### config.mk
export PLATFORM = sky130hd
export DESIGN_NAME = uart_rx_cmd_parser
export DESIGN_NICKNAME = d
export VERILOG_FILES = /design/src/rtl/uart_rx_cmd_parser.sv
export SDC_FILE = /design/constraint.sdc
export NUM_CORES = 1
export LEC_CHECK = 0
export CORE_ASPECT_RATIO = 1.25
export CORE_MARGIN = 2
export CORE_UTILIZATION = 45
export DETAILED_ROUTE_END_ITERATION = 10
export HOLD_SLACK_MARGIN = 0.15
export PLACE_DENSITY = 0.73
export SYNTH_ARGS = -nofsm -noshare
export SYNTH_HDL_FRONTEND = slang
export SYNTH_SLANG_ARGS = --single-unit
### constraint.sdc
create_clock -name CLK -period 1.73 [get_ports CLK]
set_input_delay 0.346 -clock CLK [delete_from_list [all_inputs] [get_ports CLK]]
set_output_delay 0.346 -clock CLK [all_outputs]
set_load 0.01 [all_outputs]
### src/rtl/uart_rx_cmd_parser.sv
// Command-frame decoder behind the UART receiver: turns received bytes into
// register-file write/read pulses and ALU operation pulses, with an inter-byte timeout.
module uart_rx_cmd_parser #(
  parameter int unsigned ADDR_WIDTH     = 4,
  parameter int unsigned DATA_WIDTH     = 8,
  parameter int unsigned FUN_WIDTH      = 4,
  parameter int unsigned TIMEOUT_CYCLES = 4096
) (
  input  logic                  CLK,
  input  logic                  RST,
  input  logic [7:0]            RX_P_DATA,
  input  logic                  RX_D_VLD,
  input  logic                  PAR_ERR,
  input  logic                  STP_ERR,
  output logic                  RF_WR_EN,
  output logic                  RF_RD_EN,
  output logic [ADDR_WIDTH-1:0] RF_ADDR,
  output logic [DATA_WIDTH-1:0] RF_WR_DATA,
  output logic                  ALU_EN,
  output logic [FUN_WIDTH-1:0]  ALU_FUN,
  output logic                  CMD_ERR,
  output logic                  BUSY
);

  localparam int unsigned CntW = (TIMEOUT_CYCLES > 1) ? $clog2(TIMEOUT_CYCLES) : 1;
  localparam logic [CntW-1:0] CntLast =
      CntW'((TIMEOUT_CYCLES > 0) ? TIMEOUT_CYCLES - 1 : 0);

  typedef enum logic [2:0] {
    StIdle,
    StWrAddr,
    StWrData,
    StRdAddr,
    StAluA,
    StAluB,
    StAluFun,
    StNopFun
  } state_e;

  state_e                state;
  logic [CntW-1:0]       tmo_cnt;
  // Write address is staged here so RF_ADDR only moves together with RF_WR_EN.
  logic [ADDR_WIDTH-1:0] wr_addr;

  logic good_byte;
  logic bad_byte;

  assign good_byte = RX_D_VLD & ~PAR_ERR & ~STP_ERR;
  assign bad_byte  = RX_D_VLD & (PAR_ERR | STP_ERR);

  always_ff @(posedge CLK) begin
    if (RST) begin
      state      <= StIdle;
      tmo_cnt    <= '0;
      wr_addr    <= '0;
      RF_WR_EN   <= 1'b0;
      RF_RD_EN   <= 1'b0;
      RF_ADDR    <= '0;
      RF_WR_DATA <= '0;
      ALU_EN     <= 1'b0;
      ALU_FUN    <= '0;
      CMD_ERR    <= 1'b0;
      BUSY       <= 1'b0;
    end else begin
      RF_WR_EN <= 1'b0;
      RF_RD_EN <= 1'b0;
      ALU_EN   <= 1'b0;
      CMD_ERR  <= 1'b0;

      if (bad_byte) begin
        tmo_cnt <= '0;
        CMD_ERR <= 1'b1;
        state   <= StIdle;
        BUSY    <= 1'b0;
      end else if (good_byte) begin
        tmo_cnt <= '0;
        unique case (state)
          StIdle: begin
            case (RX_P_DATA)
              8'hAA: begin
                state <= StWrAddr;
                BUSY  <= 1'b1;
              end
              8'hBB: begin
                state <= StRdAddr;
                BUSY  <= 1'b1;
              end
              8'hCC: begin
                state <= StAluA;
                BUSY  <= 1'b1;
              end
              8'hDD: begin
                state <= StNopFun;
                BUSY  <= 1'b1;
              end
              default: CMD_ERR <= 1'b1;
            endcase
          end
          StWrAddr: begin
            wr_addr <= RX_P_DATA[ADDR_WIDTH-1:0];
            state   <= StWrData;
          end
          StWrData: begin
            RF_ADDR    <= wr_addr;
            RF_WR_DATA <= RX_P_DATA[DATA_WIDTH-1:0];
            RF_WR_EN   <= 1'b1;
            state      <= StIdle;
            BUSY       <= 1'b0;
          end
          StRdAddr: begin
            RF_ADDR  <= RX_P_DATA[ADDR_WIDTH-1:0];
            RF_RD_EN <= 1'b1;
            state    <= StIdle;
            BUSY     <= 1'b0;
          end
          StAluA: begin
            RF_ADDR    <= '0;
            RF_WR_DATA <= RX_P_DATA[DATA_WIDTH-1:0];
            RF_WR_EN   <= 1'b1;
            state      <= StAluB;
          end
          StAluB: begin
            RF_ADDR    <= ADDR_WIDTH'(1);
            RF_WR_DATA <= RX_P_DATA[DATA_WIDTH-1:0];
            RF_WR_EN   <= 1'b1;
            state      <= StAluFun;
          end
          StAluFun, StNopFun: begin
            ALU_FUN <= RX_P_DATA[FUN_WIDTH-1:0];
            ALU_EN  <= 1'b1;
            state   <= StIdle;
            BUSY    <= 1'b0;
          end
        endcase
      end else if (state == StIdle) begin
        tmo_cnt <= '0;
      end else if (TIMEOUT_CYCLES != 0 && tmo_cnt == CntLast) begin
        // Counter would reach TIMEOUT_CYCLES on this idle cycle: abandon the frame.
        tmo_cnt <= '0;
        CMD_ERR <= 1'b1;
        state   <= StIdle;
        BUSY    <= 1'b0;
      end else begin
        tmo_cnt <= tmo_cnt + CntW'(1);
      end
    end
  end

endmodule

Word level (Yosys, flattened, before mapping) --
Index checks and enable logic that the tools add are counted.
Cells by class: add/subtract/negate cells 1, equal/unequal tests 16, mux-type cells 20, bitwise operators 8, reductions and logical operators 16
Operators by type and width (number):
- equality test 8 bit, second input constant | 4
- one-hot mux 4 bit (4 select lines) | 1
- one-hot mux 3 bit (5 select lines) | 1
- AND reduction 3 bit | 5
- 2-to-1 mux 1 bit | 13
- adder 12 x 1 -> 12 bit, second input constant | 1
- equality test 12 bit, second input constant | 1
- equality test 3 bit, second input constant | 4
- one-hot mux 3 bit (4 select lines) | 1
- 2-to-1 mux 3 bit | 3
- OR reduction 4 bit | 2
- equality test 3 x 2 -> 1 bit, second input constant | 2
- OR reduction 3 bit | 2
- != test 5 x 1 -> 1 bit, second input constant | 1
- OR reduction 5 bit | 1
- != test 2 bit, second input constant | 2
- inverter 1 bit | 4
- AND reduction 4 bit | 1
- nonzero test 4 bit | 1
- OR reduction 2 bit | 2
- bitwise AND 1 bit | 3
- equality test 3 x 1 -> 1 bit, second input constant | 1
- zero test 3 bit | 1
- != test 3 x 2 -> 1 bit, second input constant | 1
- other kinds (3) | 3
Storage, ports and cells: register bits 40

Longest topological paths before layout --
depth in word-level cells 6, mapped depth 8, gate-level depth less buffers 6

Worst setup path before layout --
OpenSTA, ideal clock, no wires.
path type reg2reg, start point register state[1], end point register RF_WR_DATA[2], setup time 0.128 ns, data arrival time 1.659 ns, slack -0.057 ns, stages on the path, launching flop included 8, path buffers 2, cell sequence dfxtp_1 > clkbuf_1 > inv_1 > ha_1 > clkbuf_1 > o21ai_2 > mux2i_1 > nor2_1
On the way: cells in the longest elaborated chain, start to end 3, elaborated cells on any way between the ends 5, classes of those cells eq/ne (3); reduce/logical (2)
Ends and longest elaborated chain:
- start: declaration | RTL line 40 | state_e state;
- start signal: assignment | RTL line 53 | state <= StIdle;
- start signal: assignment | RTL line 73 | state <= StIdle;
- start signal: assignment | RTL line 81 | state <= StWrAddr;
- equality test 3 bit / equality test 3 x 2 -> 1 bit (equally long branches) | RTL line 77 | unique case (state)
- OR reduction 3 bit (no line) (*)
- AND reduction 3 bit (no line) (*)
- end signal: assignment | RTL line 105 | RF_WR_DATA <= RX_P_DATA[DATA_WIDTH-1:0];
- end signal: assignment | RTL line 118 | RF_WR_DATA <= RX_P_DATA[DATA_WIDTH-1:0];
- end signal: assignment | RTL line 124 | RF_WR_DATA <= RX_P_DATA[DATA_WIDTH-1:0];
- end: declaration | RTL line 18 | output logic [DATA_WIDTH-1:0] RF_WR_DATA,
Mark *: on every way between the ends. The rest lies on a longest branch, timed or not. A chain may end at the register's enable or synchronous reset.

Worst setup path after layout --
start point input RX_P_DATA[1], end point register state[0]
On the way: cells in the longest elaborated chain, start to end 4, elaborated cells on any way between the ends 9, classes of those cells eq/ne (5); mux (3); reduce/logical (1)
Ends and longest elaborated chain:
- start: declaration | RTL line 11 | input logic [7:0] RX_P_DATA,
- equality test 8 bit | RTL line 79 | case (RX_P_DATA)
- one-hot mux 3 bit (4 select lines) | RTL line 79
- one-hot mux 3 bit (5 select lines) | RTL line 77
- 2-to-1 mux 3 bit | RTL line 75 | end else if (good_byte) begin
- end signal: assignment | RTL line 73
- end signal: assignment | RTL line 81
- end signal: assignment | RTL line 85 | state <= StRdAddr;
Parallel ways exist; a longest one is shown, timed or not.

==> load_flow_metrics.sql <==
INSERT INTO impl_metrics (metric_group, metric, value, unit) VALUES
('route', 'detailroute.via_count', '1559', ''),
('logic_synthesis', 'avgSynthCellArea', '9.26', 'um2'),
('logic_synthesis', 'synth.top_cells.by_area', 'sky130_fd_sc_hd__dfxtp_1 (45%), sky130_fd_sc_hd__mux2i_1 (8.9%), sky130_fd_sc_hd__nor2_1 (7.7%), sky130_fd_sc_hd__xor2_1 (2.9%), sky130_fd_sc_hd__xnor2_1 (2.4%)', ''),
('global_route', 'first_global_vias', '1388', ''),
('power_and_ir_drop', 'power.total', '1.79', 'mW'),
('cts', 'cts-buffers-inserted', '5', ''),
('worst_setup_path', 'worst_setup_start_kind', 'input port', ''),
('placement', 'io_buffer_count', '33', ''),
('die', 'die_x', '60.5', 'um'),
('worst_setup_path', 'worst-endpoint-arrival', '1.86', 'ns'),
('power_and_ir_drop', 'sw_frac_of_total', '20.8', '%'),
('cts', 'clkSlewWorstSetupHoldPaths', '0.08', 'ns'),
('layout', 'number_of_nets_in_the_finished_design', '266', ''),
('timing', 'final.setup.tns', '0', 'ns'),
('power_and_ir_drop', 'clock_power_share', '41.9', '%'),
('layout', 'sequential_cell_area', '801', 'um2'),
('global_route', 'grt.total_usage', '19.2', '%'),
('power_and_ir_drop', 'ir_drop', '0.730', 'mV'),
('logic_synthesis', 'yosys.area.top_type_share', '44.6', '%'),
('logic_synthesis', 'commonest_cells_post_synth', 'sky130_fd_sc_hd__dfxtp_1 (40), sky130_fd_sc_hd__nor2_1 (37), sky130_fd_sc_hd__mux2i_1 (16), sky130_fd_sc_hd__nand2_1 (8), sky130_fd_sc_hd__clkbuf_1 (7)', ''),
('logic_synthesis', 'synth.lib_cells_used.distinct', '48', ''),
('timing', 'maximum_clock_skew_at_final_layout', '0.00803', 'ns'),
('die', 'floorplan.die_area', '4510', 'um2'),
('logic_synthesis', 'edff_count_synth', '0', ''),
('global_route', 'grt.overflow.total', '0', ''),
('worst_setup_path', 'worstPathRequired', '1.91', 'ns'),
('cts', 'clkSinkCount', '40', ''),
('worst_setup_path', 'cp-end-kind', 'register', ''),
('cts', 'clkLatencyLatePin', '0.29', 'ns'),
('cts', 'cts_setup_buffers', '0', ''),
('cts', 'cts-root-to-sink-buffers', '2', ''),
('power_and_ir_drop', 'internal_power', '1.41', 'mW'),
('placement', 'gp_weighted_congestion', '0.823', ''),
('cts', 'tritoncts', 'yes', ''),
('hold_path', 'min_path_type', 'reg -> reg', ''),
('layout', 'antenna_cells', '0', ''),
('global_route', 'maximum_number_of_pins_on_one_net_before_global_route_repair', '21', ''),
('logic_synthesis', 'synth_flop_cell', 'sky130_fd_sc_hd__dfxtp_1', ''),
('worst_setup_path', 'critPathKind', 'in -> reg', ''),
('power_and_ir_drop', 'power.leakage', '1.00', 'nW'),
('cts', 'cts-root-buf', 'sky130_fd_sc_hd__clkbuf_8', ''),
('timing', 'min_period_over_period', '97.0', '%'),
('placement', 'dpl.hpwl', '2970', 'um'),
('die', 'pin_count', '34', ''),
('timing', 'tightest_slew', '0.370', 'ns'),
('timing', 'worst_setup_slack_after_layout', '0.0512', 'ns'),
('die', 'dieHeight', '74.6', 'um'),
('route', 'routedWlPerCell', '13.2', 'um'),
('timing', 'final_hold_viol_count', '0', ''),
('logic_synthesis', 'yosys_warnings', '0', ''),
('timing', 'timing.fmax', '596', 'MHz'),
('die', 'initial_utilization', '47.0', '%'),
('route', 'totalWireLength', '4040', 'um'),
('logic_synthesis', 'synthesis.instances', '194', ''),
('layout', 'final_layout_size_suffix_gt1_share', '17.1', '%'),
('timing', 'fin_crit', '1.68', 'ns'),
('cts', 'h-tree-depth', '2', ''),
('logic_synthesis', 'synth_largest_area_cell', 'sky130_fd_sc_hd__dfxtp_1', ''),
('outcome', 'run_status', 'complete, no violations', ''),
('power_and_ir_drop', 'share_seq_of_total_power', '51.6', '%'),
('layout', 'final_area', '2480', 'um2'),
('layout', 'syn2layout_area_growth', '38.3', '%'),
('logic_synthesis', 'postSynthNetCount', '210', ''),
('die', 'placeable_core_region', '3820', 'um2'),
('timing', 'setup_viol', '0', ''),
('global_route', 'grt_pass1_wl', '6400', 'um'),
('logic_synthesis', 'async_reset_ff_share', '0', '%'),
('timing', 'timing_max_transition_violations_final', '0', ''),
('power_and_ir_drop', 'comb_power_share', '6.5', '%'),
('run', 'drv_cap', '0', ''),
('route', 'dr.first_iter.drc_count', '48', '');
[registers in the layout, indices dropped and copies added, names as in the netlist]
name	count
BUSY	1
RF_WR_EN	1
RF_ADDR	4
ALU_EN	1
wr_addr	4
state	3
tmo_cnt	12
CMD_ERR	1
RF_RD_EN	1
ALU_FUN	4
RF_WR_DATA	8
[metrics by stage]
stage | utilization (%) | std cells
2_1_floorplan | - | 194
3_3_place_gp | 61.5 | 297
3_5_place_dp | 61.5 | 297
4_1_cts | 64.9 | 305
5_1_grt | 65.1 | 305
6_report | 65.1 | 305
[power groups by stage]
stage               clock (mW)  combinational (mW)  sequential (mW)
floorplan                    0              0.0319            0.944
global placement             0               0.110            0.943
detailed placement           0               0.110            0.943
CTS                      0.769               0.116            0.921
global route             0.825               0.123            0.922
finish                   0.747               0.117            0.921
[critical path, cell delays in order]
cell                              delay [ns]
sky130_fd_sc_hd__clkdlybuf4s50_1        0.48
sky130_fd_sc_hd__nand4bb_4              0.29
sky130_fd_sc_hd__or3_4                  0.40
sky130_fd_sc_hd__o311ai_2               0.25
sky130_fd_sc_hd__o21ai_1                0.10
[final timing paths]
check                    start    endpoint  slack, ns  depth (start not counted)
setup / recovery  RX_P_DATA[1]    state[0]       0.05                          5
hold / removal      wr_addr[1]  wr_addr[1]       0.50                          2
setup reg to reg      state[2]    state[0]       0.07                          4
hold reg to reg     wr_addr[1]  wr_addr[1]       0.50                          2
[routing by layer]
metal	GRT usage (%)	vias to the layer above	part of all wire, %	routed length, um
met5	0	-	0	0
met4	7.73	0	0.99	40
met3	5.67	4	3.3	134
met2	30.8	31	51	2060
met1	24.2	727	44	1790
li1	-	797	-	-
[cell families after synthesis]
kind of cell             Yosys count  share of synthesized area [%]
AND/OR/NAND/NOR                   86                           25.4
multiplexers                      16                           8.92
adder cells (fa/ha/maj)            3                           2.09
XOR/XNOR                          11                           5.37
buffers and inverters             13                           3.27
flip-flops                        40                           44.6
AO/OA/AOI/OAI                     25                           10.4
[layout make-up]
cell class,count,area share (%)
Timing Repair Buffer,59,21.2
Tap cell,54,2.72
Clock inverter,2,1.41
Multi-Input combinational cell,141,39.1
Sequential cell,40,32.2
Inverter,3,0.453
Clock buffer,6,2.92
[timing repair]
action,in CTS,in global routing
resized for setup,2,2
hold buffers,0,0
pin swaps,0,1
endpoints found under the setup margin,2,2
endpoints found under the hold margin,0,0
[layout by cell type, fill, tap and decap left out, types with 2 or more instances in the layout]
cell type	Yosys	routed
sky130_fd_sc_hd__nand3_1	5	5
sky130_fd_sc_hd__buf_4	0	26
sky130_fd_sc_hd__o21ai_1	2	2
sky130_fd_sc_hd__ha_1	3	3
sky130_fd_sc_hd__or3_1	2	2
sky130_fd_sc_hd__nor2b_1	2	2
sky130_fd_sc_hd__clkdlybuf4s50_1	0	33
sky130_fd_sc_hd__nor2_1	37	37
sky130_fd_sc_hd__and4_1	3	3
sky130_fd_sc_hd__nand4_1	5	5
sky130_fd_sc_hd__a211oi_1	5	4
sky130_fd_sc_hd__nand2_1	8	8
sky130_fd_sc_hd__xnor2_1	5	5
sky130_fd_sc_hd__nor3b_2	1	2
sky130_fd_sc_hd__nor3_1	6	6
sky130_fd_sc_hd__dfxtp_1	40	40
sky130_fd_sc_hd__a21oi_1	4	4
sky130_fd_sc_hd__and3b_1	4	4
sky130_fd_sc_hd__xor2_1	6	6
sky130_fd_sc_hd__a21o_1	2	2
sky130_fd_sc_hd__mux2i_1	16	16
sky130_fd_sc_hd__clkbuf_8	0	5
sky130_fd_sc_hd__inv_1	3	3
(Power assumes the default switching activity.)
